**src/rtl/spart_mmio_bridge_pkg.sv**
```systemverilog
// Shared constants and types for the SPART memory-mapped bridge.
//   DATA_ADDR / STAT_ADDR : register addresses
//   STAT_*                : STATUS register bit positions
//   state_t               : bridge request FSM states
package spart_mmio_bridge_pkg;

   localparam int unsigned ADDR_W = 28;
   localparam int unsigned DATA_W = 32;
   localparam int unsigned BYTE_W = 8;

   localparam logic [ADDR_W-1:0] DATA_ADDR = 28'h8000000;
   localparam logic [ADDR_W-1:0] STAT_ADDR = 28'h8000001;

   localparam int unsigned STAT_TXNF   = 0;
   localparam int unsigned STAT_RXNE   = 1;
   localparam int unsigned STAT_RXOVF  = 2;
   localparam int unsigned STAT_TXDROP = 3;

   typedef enum logic [1:0] {
      S_IDLE  = 2'd0,
      S_EXEC  = 2'd1,
      S_RESP  = 2'd2,
      S_DRAIN = 2'd3
   } state_t;

endpackage

```
**src/rtl/spart_mmio_bridge_sync_fifo.sv**
```systemverilog
// Synchronous first-word-fall-through FIFO.
//   i_push/i_data : write side; ignored when full unless a pop frees the slot
//   i_pop         : remove head; ignored when empty
//   o_full/o_empty/o_head : status and current head (storage resets to 0)
module spart_mmio_bridge_sync_fifo #(
   parameter int unsigned WIDTH = 8,
   parameter int unsigned DEPTH = 4
) (
   input  logic             clk,
   input  logic             rst_n,
   input  logic             i_push,
   input  logic [WIDTH-1:0] i_data,
   input  logic             i_pop,
   output logic             o_full,
   output logic             o_empty,
   output logic [WIDTH-1:0] o_head
);

   localparam int unsigned AW = $clog2(DEPTH);

   logic [AW:0]      r_wptr;
   logic [AW:0]      r_rptr;
   logic [WIDTH-1:0] r_mem [DEPTH];
   logic             w_do_push;
   logic             w_do_pop;

   assign o_empty   = (r_wptr == r_rptr);
   assign o_full    = (r_wptr[AW] != r_rptr[AW]) && (r_wptr[AW-1:0] == r_rptr[AW-1:0]);
   assign o_head    = r_mem[r_rptr[AW-1:0]];
   assign w_do_pop  = i_pop && !o_empty;
   // A simultaneous pop frees the slot the push is about to write.
   assign w_do_push = i_push && (!o_full || w_do_pop);

   // Pointer and storage update
   always_ff @(posedge clk or negedge rst_n) begin
      if (!rst_n) begin
         r_wptr <= '0;
         r_rptr <= '0;
         for (int i = 0; i < int'(DEPTH); i++) r_mem[i] <= '0;
      end else begin
         if (w_do_push) begin
            r_mem[r_wptr[AW-1:0]] <= i_data;
            r_wptr                <= r_wptr + (AW+1)'(1);
         end
         if (w_do_pop) r_rptr <= r_rptr + (AW+1)'(1);
      end
   end

endmodule

```
**src/rtl/spart_mmio_bridge.sv**
```systemverilog
// Memory-mapped slave bridging the data-side request port to the SPART core.
//   mem_*       : valid/rw/addr/ready request port, DATA and STATUS registers
//   rx_byte/rx_valid          : bytes from the receiver into the RX FIFO
//   tx_byte/tx_valid/tx_ready : TX FIFO head presented to the transmitter
module spart_mmio_bridge
   import spart_mmio_bridge_pkg::*;
#(
   parameter int unsigned       FIFO_DEPTH = 4,
   parameter logic [27:0]       DATA_ADDR  = spart_mmio_bridge_pkg::DATA_ADDR,
   parameter logic [27:0]       STAT_ADDR  = spart_mmio_bridge_pkg::STAT_ADDR
) (
   input  logic        clk,
   input  logic        rst_n,
   input  logic        mem_valid,
   input  logic        mem_rw,
   input  logic [27:0] mem_addr,
   input  logic [31:0] mem_wr_data,
   output logic [31:0] mem_rd_data,
   output logic        mem_ready,
   input  logic [7:0]  rx_byte,
   input  logic        rx_valid,
   output logic [7:0]  tx_byte,
   output logic        tx_valid,
   input  logic        tx_ready
);

   state_t              r_state, w_state_n;
   logic [ADDR_W-1:0]   r_addr, w_addr_n;
   logic                r_rw, w_rw_n;
   logic [BYTE_W-1:0]   r_wbyte, w_wbyte_n;
   logic [DATA_W-1:0]   r_rd_data, w_rd_data_n;
   logic                r_ready, w_ready_n;
   logic                r_rx_ovf, w_rx_ovf_n;
   logic                r_tx_drop, w_tx_drop_n;

   logic                w_rx_full, w_rx_empty, w_tx_full, w_tx_empty;
   logic [BYTE_W-1:0]   w_rx_head, w_tx_head;
   logic                w_exec, w_is_data, w_is_stat;
   logic                w_rx_pop, w_tx_push, w_tx_pop, w_stat_rd;
   logic                w_rx_ovf_set, w_tx_drop_set;
   logic [DATA_W-1:0]   w_status;
   logic                w_unused;

   assign w_unused = ^mem_wr_data[31:8];

   // Register operation decode on the latched request
   assign w_exec        = (r_state == S_EXEC);
   assign w_is_data     = (r_addr == DATA_ADDR);
   assign w_is_stat     = (r_addr == STAT_ADDR);
   assign w_rx_pop      = w_exec && w_is_data && !r_rw && !w_rx_empty;
   assign w_tx_push     = w_exec && w_is_data && r_rw;
   assign w_tx_pop      = tx_ready && !w_tx_empty;
   assign w_stat_rd     = w_exec && w_is_stat && !r_rw;
   assign w_rx_ovf_set  = rx_valid && w_rx_full && !w_rx_pop;
   assign w_tx_drop_set = w_tx_push && w_tx_full && !w_tx_pop;

   // STATUS word, sampled before the sticky bits are cleared
   always_comb begin
      w_status              = '0;
      w_status[STAT_TXNF]   = !w_tx_full;
      w_status[STAT_RXNE]   = !w_rx_empty;
      w_status[STAT_RXOVF]  = r_rx_ovf;
      w_status[STAT_TXDROP] = r_tx_drop;
   end

   // Next-state and registered-output logic
   always_comb begin
      w_state_n   = r_state;
      w_addr_n    = r_addr;
      w_rw_n      = r_rw;
      w_wbyte_n   = r_wbyte;
      w_rd_data_n = r_rd_data;
      w_ready_n   = 1'b0;
      w_rx_ovf_n  = r_rx_ovf;
      w_tx_drop_n = r_tx_drop;

      case (r_state)
         S_IDLE: begin
            if (mem_valid) begin
               w_addr_n  = mem_addr;
               w_rw_n    = mem_rw;
               w_wbyte_n = mem_wr_data[7:0];
               w_state_n = S_EXEC;
            end
         end
         S_EXEC: begin
            w_rd_data_n = '0;
            if (!r_rw) begin
               if (w_is_stat)                    w_rd_data_n = w_status;
               else if (w_is_data && !w_rx_empty) w_rd_data_n = {24'd0, w_rx_head};
            end
            w_ready_n = 1'b1;
            w_state_n = S_RESP;
         end
         S_RESP:  w_state_n = S_DRAIN;
         S_DRAIN: if (!mem_valid) w_state_n = S_IDLE;
         default: w_state_n = S_IDLE;
      endcase

      // Set wins over a same-cycle STATUS-read clear.
      if (w_stat_rd) begin
         w_rx_ovf_n  = 1'b0;
         w_tx_drop_n = 1'b0;
      end
      if (w_rx_ovf_set)  w_rx_ovf_n  = 1'b1;
      if (w_tx_drop_set) w_tx_drop_n = 1'b1;
   end

   // State and output registers
   always_ff @(posedge clk or negedge rst_n) begin
      if (!rst_n) begin
         r_state   <= S_IDLE;
         r_addr    <= '0;
         r_rw      <= 1'b0;
         r_wbyte   <= '0;
         r_rd_data <= '0;
         r_ready   <= 1'b0;
         r_rx_ovf  <= 1'b0;
         r_tx_drop <= 1'b0;
      end else begin
         r_state   <= w_state_n;
         r_addr    <= w_addr_n;
         r_rw      <= w_rw_n;
         r_wbyte   <= w_wbyte_n;
         r_rd_data <= w_rd_data_n;
         r_ready   <= w_ready_n;
         r_rx_ovf  <= w_rx_ovf_n;
         r_tx_drop <= w_tx_drop_n;
      end
   end

   spart_mmio_bridge_sync_fifo #(.WIDTH(BYTE_W), .DEPTH(FIFO_DEPTH)) u_rx_fifo (
      .clk     (clk),
      .rst_n   (rst_n),
      .i_push  (rx_valid),
      .i_data  (rx_byte),
      .i_pop   (w_rx_pop),
      .o_full  (w_rx_full),
      .o_empty (w_rx_empty),
      .o_head  (w_rx_head)
   );

   spart_mmio_bridge_sync_fifo #(.WIDTH(BYTE_W), .DEPTH(FIFO_DEPTH)) u_tx_fifo (
      .clk     (clk),
      .rst_n   (rst_n),
      .i_push  (w_tx_push),
      .i_data  (r_wbyte),
      .i_pop   (w_tx_pop),
      .o_full  (w_tx_full),
      .o_empty (w_tx_empty),
      .o_head  (w_tx_head)
   );

   assign mem_rd_data = r_rd_data;
   assign mem_ready   = r_ready;
   assign tx_valid    = !w_tx_empty;
   assign tx_byte     = w_tx_head;

endmodule
```
**config.mk**
```make
export PLATFORM = sky130hd
export DESIGN_NAME = spart_mmio_bridge
export DESIGN_NICKNAME = d
export VERILOG_FILES = /design/src/rtl/spart_mmio_bridge_pkg.sv /design/src/rtl/spart_mmio_bridge_sync_fifo.sv /design/src/rtl/spart_mmio_bridge.sv
export SDC_FILE = /design/constraint.sdc
export NUM_CORES = 1
export LEC_CHECK = 0
export BUFFER_PORTS_ARGS = -buffer_cell sky130_fd_sc_hd__clkbuf_2
export CAP_MARGIN = 20
export CORE_UTILIZATION = 56
export CTS_BUF_LIST = sky130_fd_sc_hd__clkbuf_16
export DETAILED_ROUTE_END_ITERATION = 6
export PLACE_DENSITY = 0.8
export SKIP_CTS_REPAIR_TIMING = 1
export SYNTH_ARGS = -nofsm -noshare
export SYNTH_HDL_FRONTEND = slang
export SYNTH_HIERARCHICAL = 1
export SYNTH_SLANG_ARGS = --single-unit
export TNS_END_PERCENT = 50
```
**constraint.sdc**
```tcl
create_clock -name clk -period 3 [get_ports clk]
set_input_delay 0.15 -clock clk [delete_from_list [all_inputs] [get_ports clk]]
set_output_delay 0.15 -clock clk [all_outputs]
set_load 0.005 [all_outputs]
```
# --- After elaboration in Yosys (flattened, before gate mapping) ---
# Cells that the tools add are included.
totals:
  in_bits: 74
  register_bits: 150
  output_inout_bits: 42
classes:
  reduce_logical: 34
  n_mux: 22
  bitwise: 4
  addsub: 4
  order_cmp: 6
  n_eq_ne: 13
op_table:
  columns: ["cell", "n"]
  rows:
  - ["8-bit two-way mux", 9]
  - ["32-bit bitwise mux", 2]
  - ["28-bit == test (second input constant)", 2]
  - ["8-bit binary-select mux with 2-bit select", 2]
  - ["8-bit demux with 2-bit select", 2]
  - ["1-bit logical AND", 20]
  - ["3-bit by 1-bit adder with 3-bit output (second input constant)", 4]
  - ["3-bit >= comparator (second input constant)", 4]
  - ["2-bit inverter with 3-bit output", 4]
  - ["2-bit one-hot mux with 4 select lines", 1]
  - ["1-bit logical NOT", 7]
  - ["3-bit == test", 2]
  - ["3-bit by 1-bit < comparator with 1-bit output (second input constant)", 2]
  - ["2-bit == test", 2]
  - ["2-bit == test (second input constant)", 2]
  - ["1-bit two-way mux", 4]
  - ["2-bit two-way mux", 2]
  - ["2-bit != test (second input constant)", 2]
  - ["2-bit AND reduction", 2]
  - ["2-bit nonzero test", 2]
  - ["2-bit by 1-bit == test with 1-bit output (second input constant)", 1]
  - ["2-bit logical NOT", 1]
  - ["1-bit logical OR", 2]
  - ["1-bit != test", 2]

# --- Logic depth before layout (Yosys ltp) ---
depth:
  word_depth: 7
  mapped_depth: 9
  depth_no_buf: 9

# --- Cells and area by module ---
# The synthesis kept the hierarchy.
by_module_without_submodules:
  columns: ["mod", "area_per_inst_um2", "seq_area_each_um2", "instances", "cells_each"]
  rows:
  - ["spart_mmio_bridge_sync_fifo", 1955.6, 950.9, 2, 118]
  - ["spart_mmio_bridge", 2294.7, 1251.2, 1, 173]

# --- Worst setup path before layout ---
# OpenSTA, ideal clock, no wires.
synth_timing:
  path_kind: "register to register"
  startpoint: "register u_rx_fifo.r_rptr[1]"
  endpoint: "register u_rx_fifo/r_mem[10] in the netlist's numbering"
  arrival_time_ps: 2632
  period_less_slack_ps: 2757
  setup_slack_ps: 243
  setup_ps: 125
  required_time_ps: 2875
  path_stages_with_launch: 10
  path_cell_list: "dfrtp_1 -> buf_6 -> xor2_4 -> buf_6 -> nor3_1 -> nor2_1 -> and2_1 -> buf_2 -> o41ai_4 -> mux2_2"
synth_between:
  elab_chain_len: 6
  word_cells_on_any_way: 9
synth_lines:
  columns: ["element", "line", "rtl"]
  rows:
  - ["start, declared", "spart_mmio_bridge_sync_fifo.sv:22", "logic [AW:0] r_rptr;"]
  - ["start signal, assigned", "spart_mmio_bridge_sync_fifo.sv:45", "if (w_do_pop) r_rptr <= r_rptr + (AW+1)'(1);"]
  - ["3-bit == test", "spart_mmio_bridge_sync_fifo.sv:27", "assign o_empty = (r_wptr == r_rptr);"]
  - ["net w_rx_empty", "spart_mmio_bridge.sv:36", "logic w_rx_full, w_rx_empty, w_tx_full, w_tx_empty;"]
  - ["1-bit logical NOT", "spart_mmio_bridge.sv:50", "assign w_rx_pop = w_exec && w_is_data && !r_rw && !w_rx_empty;"]
  - ["1-bit logical AND", "spart_mmio_bridge.sv:50", null]
  - ["net w_rx_pop", "spart_mmio_bridge.sv:39", "logic w_rx_pop, w_tx_push, w_tx_pop, w_stat_rd;"]
  - ["1-bit logical AND", "spart_mmio_bridge_sync_fifo.sv:30", "assign w_do_pop = i_pop && !o_empty;"]
  - ["1-bit logical OR", "spart_mmio_bridge_sync_fifo.sv:32", "assign w_do_push = i_push && (!o_full || w_do_pop);"]
  - ["1-bit logical AND", "spart_mmio_bridge_sync_fifo.sv:32", null]
  - ["end signal, assigned by index", "spart_mmio_bridge_sync_fifo.sv:42", "r_mem[r_wptr[AW-1:0]] <= i_data;"]
  - ["end, declared", "spart_mmio_bridge_sync_fifo.sv:23", "logic [WIDTH-1:0] r_mem [DEPTH];"]
# The timed path passes the listed nets, and every way through them passes these cells.
# A chain may end at the register's enable or synchronous reset.

# --- Final worst setup path ---
layout_timing:
  startpoint: "register r_state[1]"
  endpoint: "register u_tx_fifo/r_mem[5] in the netlist's numbering"
layout_between:
  elab_chain_len: 4
layout_lines:
  columns: ["element", "line", "rtl"]
  rows:
  - ["start, declared", "spart_mmio_bridge.sv:27", "state_t r_state, w_state_n;"]
  - ["start signal, assigned", "spart_mmio_bridge.sv:121", "r_state <= w_state_n;"]
  - ["2-bit by 1-bit == test with 1-bit output", "spart_mmio_bridge.sv:47", "assign w_exec = (r_state == S_EXEC);"]
  - ["net w_exec", "spart_mmio_bridge.sv:38", "logic w_exec, w_is_data, w_is_stat;"]
  - ["1-bit logical AND (2 in series)", "spart_mmio_bridge.sv:51", "assign w_tx_push = w_exec && w_is_data && r_rw;"]
  - ["net w_tx_push", "spart_mmio_bridge.sv:39", null]
  - ["1-bit logical AND", "spart_mmio_bridge_sync_fifo.sv:32", null]
  - ["end signal, assigned by index", "spart_mmio_bridge_sync_fifo.sv:42", null]
  - ["end, declared", "spart_mmio_bridge_sync_fifo.sv:23", null]
# The timed path passes the listed nets, and every way through them passes these cells.

==> metrics.md <==
| Metric | Value |
|---|---|
| EDFF count, synth | 0 |
| Sequential-to-total area share from yosys stat | 0.508 |
| Routed len/inst | 18.4 um |
| Grt ovf | 0 |
| Fmax | 0.365 GHz |
| FF/Latch Area | 3150 um^2 |
| Vias in the first global route | 3883 |
| Final Critical Period | 2.74 ns |
| Top post-synthesis cells by area | dfrtp_1, mux2_2, mux4_1 |
| Pwr Density | 808 nW/um^2 |
| Layout Skew | 0.00818 ns |
| Post-route ant nets | 0 |
| Critical path buffer and inverter count | 2 |
| WP data required | 3.30 ns |
| Worst vdd ir | 640 uV |
| Top FF cell, synth | dfrtp_1 |
| MaxCap Viol Count | 0 |
| WP data arrival | 3.04 ns |
| Status | finished clean |
| Worst hold slack | 0.0132 ns |
| RSZ-0062 raised after global routing | false |
| Post-Syn Area | 6210 um^2 |
| Share of cells above drive strength 1 | 0.432 |
| Largest net degree at the start of global routing | 69 |
| Total Routed Length | 12.7 mm |
| Multi-input combinational cell area | 2840 um^2 |
| Crit-path cells | inv_1 -> ha_1 -> nor4b_4 -> nand4_2 -> or2_1 -> nor2_1 -> and2_1 -> o41ai_4 -> buf_4 -> mux2_2 |
| Cells after synthesis | 409 |
| Family with the most delay on the worst path | simple AND/OR/NAND/NOR gates |
| GP Congestion | 0.766 |
| Worst Setup Start Kind | flop |
| Die Footprint | 11500 um^2 |
| CTS buffer count | 17 |
| Setup crit end kind | flop |
| Largest area contributor in the netlist | dfrtp_1 |
| FFs w/ async S/R, synth | 1.00 |
| Chip width | 107 um |
| Yosys cell types | 46 |
| PortBufs | 67 |
| Final setup violation count | 0 |
| Yosys reg bits | 126 |
| Finished Layout Cells | 691 |
| I/O pins | 116 |
| CTS root buffer | clkbuf_16 |
| CP max-delay cell | dfrtp_1 |
| CTS tree | done |
| Avg Synthesized Cell Area | 15.2 um^2 |
| Htree depth | 4 |
| Post-synth top cells | dfrtp_1, mux2_2, buf_4, mux4_1, ha_1 |
| Placed Cells | 624 |
| Crit Path Class | flop to flop |
| Worst slew pin tran | 0.764 ns |
| Yosys warnings | 6 |
| Max-slew violation count | 0 |
| DR pass1 iterations | 4 |
| 1st-iter DRT viols | 181 |
| Fill cell count | 699 |
| Top-area cell type share of the netlist area | 0.508 |
| Vias | 3799 |
| Worst-path clk slew | 0.06 ns |
| Nets@finish | 628 |
| Antenna Diode Count | 0 |
| Worst-Skew Late Latency | 0.42 ns |
| Final Cycle Share | 0.913 |
| Clk sinks | 126 |
| Initial antenna violation count | 0 |
| Leak | 3.61 nW |
| Setup TNS | 0 ns |
| Die Ht | 107 um |
| Initial core utilization | 0.572 |
| Rel. slew slack | 0.491 |
| # DRC | 0 |
| Fin. Hold Viols | 0 |
| Vias per inst | 5.50 |
| Synthesis-to-finish area growth | 23.5% |
| Detail Placement HPWL | 8.02 mm |
| Slowest stage delay, CP | 0.40 ns |
| Core ar. | 10800 um^2 |
| Rows | 38 |
| First-pass GRT wire length | 19.0 mm |
| All-Layer GR Usage | 0.224 |
| Total power | 6.19 mW |
| Most common cell in the netlist | dfrtp_1 |
| HP Class | primary input to flop |
| Final Util | 0.707 |
| Critical Path Fanout Max | 9 |
| Max clock buf depth | 2 |
-- report_power, final --
group	switching (mW)	leakage, nW	total (mW)	internal, mW
Sequential	0.412	1.58	2.64	2.23
Combinational	0.667	1.72	1.49	0.818
Clock	0.706	0.308	2.06	1.36
Total	1.79	3.61	6.19	4.41
-- area by class of cell --
class / count / share of cell area
Sequential cell: 126 / 0.411
Multi-Input combinational cell: 259 / 0.371
Timing Repair Buffer: 124 / 0.113
Clock buffer: 17 / 0.0555
Tap cell: 140 / 0.0229
Clock inverter: 14 / 0.0211
Inverter: 11 / 0.00539
-- layout by cell type (no fill, tap or decap), types with 15 or more instances in the layout --
master	count
dfrtp_1	126
mux2_2	105
clkbuf_2	66
dlygate4sd3_1	36
conb_1	24
buf_4	21
clkbuf_16	17
inv_1	16
mux4_1	16
ha_1	15
-- metrics by stage --
step / area, um^2 / setup slack, ns
floorplan: 6290 / 0.243
detailed placement: 6720 / 0.273
global placement: 6720 / 0.381
CTS: 7300 / 0.257
finish: 7660 / 0.260
global route: 7660 / 0.0874
-- per-layer routing --
| metal | share of wire | GRT usage | vias to the layer above | routed length [um] |
|---|---|---|---|---|
| li1 | - | - | 1747 | - |
| met1 | 0.40 | 0.258 | 1936 | 5090 |
| met2 | 0.54 | 0.387 | 91 | 6880 |
| met3 | 0.034 | 0.0648 | 25 | 438 |
| met4 | 0.024 | 0.101 | 0 | 303 |
| met5 | 0 | 0 | - | 0 |
-- registers in the layout, indices dropped and copies added (netlist names) --
signal and flops:
u_rx_fifo/r_mem 32, u_tx_fifo/r_mem 32, r_addr 28, mem_rd_data 8, r_wbyte 8, u_rx_fifo/r_rptr 3
u_rx_fifo/r_wptr 3, u_tx_fifo/r_rptr 3, u_tx_fifo/r_wptr 3, r_state 2, mem_ready 1, r_rw 1
r_rx_ovf 1, r_tx_drop 1
-- logic make-up (layout without fill, tap and decap cells) --
logic type               Yosys count  after routing  synth area share
flip-flops                       126            126             0.508
multiplexers                     122            122             0.260
buffers and inverters             47            166            0.0482
AO/OA/AOI/OAI                     44             44            0.0796
AND/OR/NAND/NOR                   42             42            0.0456
adder cells (fa/ha/maj)           15             15            0.0302
XOR/XNOR                          12             12            0.0278
other                              1             24          0.000604
-- worst paths after layout --
| kind | from | endpoint | slack, ns | cells past startpoint |
|---|---|---|---|---|
| worst max-delay path | r_state[1] | u_tx_fifo/r_mem[5] | 0.26 | 10 |
| max in group asynchronous | rst_n | r_state[1] | 1.84 | 3 |
| min in group asynchronous | rst_n | u_tx_fifo/r_wptr[2] | 0.34 | 2 |
| worst min register to register | u_rx_fifo/r_mem[21] | u_rx_fifo/r_mem[21] | 0.50 | 1 |
| worst min-delay path | mem_addr[16] | r_addr[16] | 0.01 | 2 |
| worst max register to register | r_state[1] | u_tx_fifo/r_mem[5] | 0.26 | 10 |
-- worst register-to-register path, cell delays in order (launching register included) --
cell and delay [ns]:
dfrtp_1 0.40, inv_1 0.13, ha_1 0.23, nor4b_4 0.23, nand4_2 0.18, or2_1 0.29, nor2_1 0.35, and2_1 0.24
o41ai_4 0.08, buf_4 0.21, mux2_2 0.29
Power figures use the tool's default switching activity.
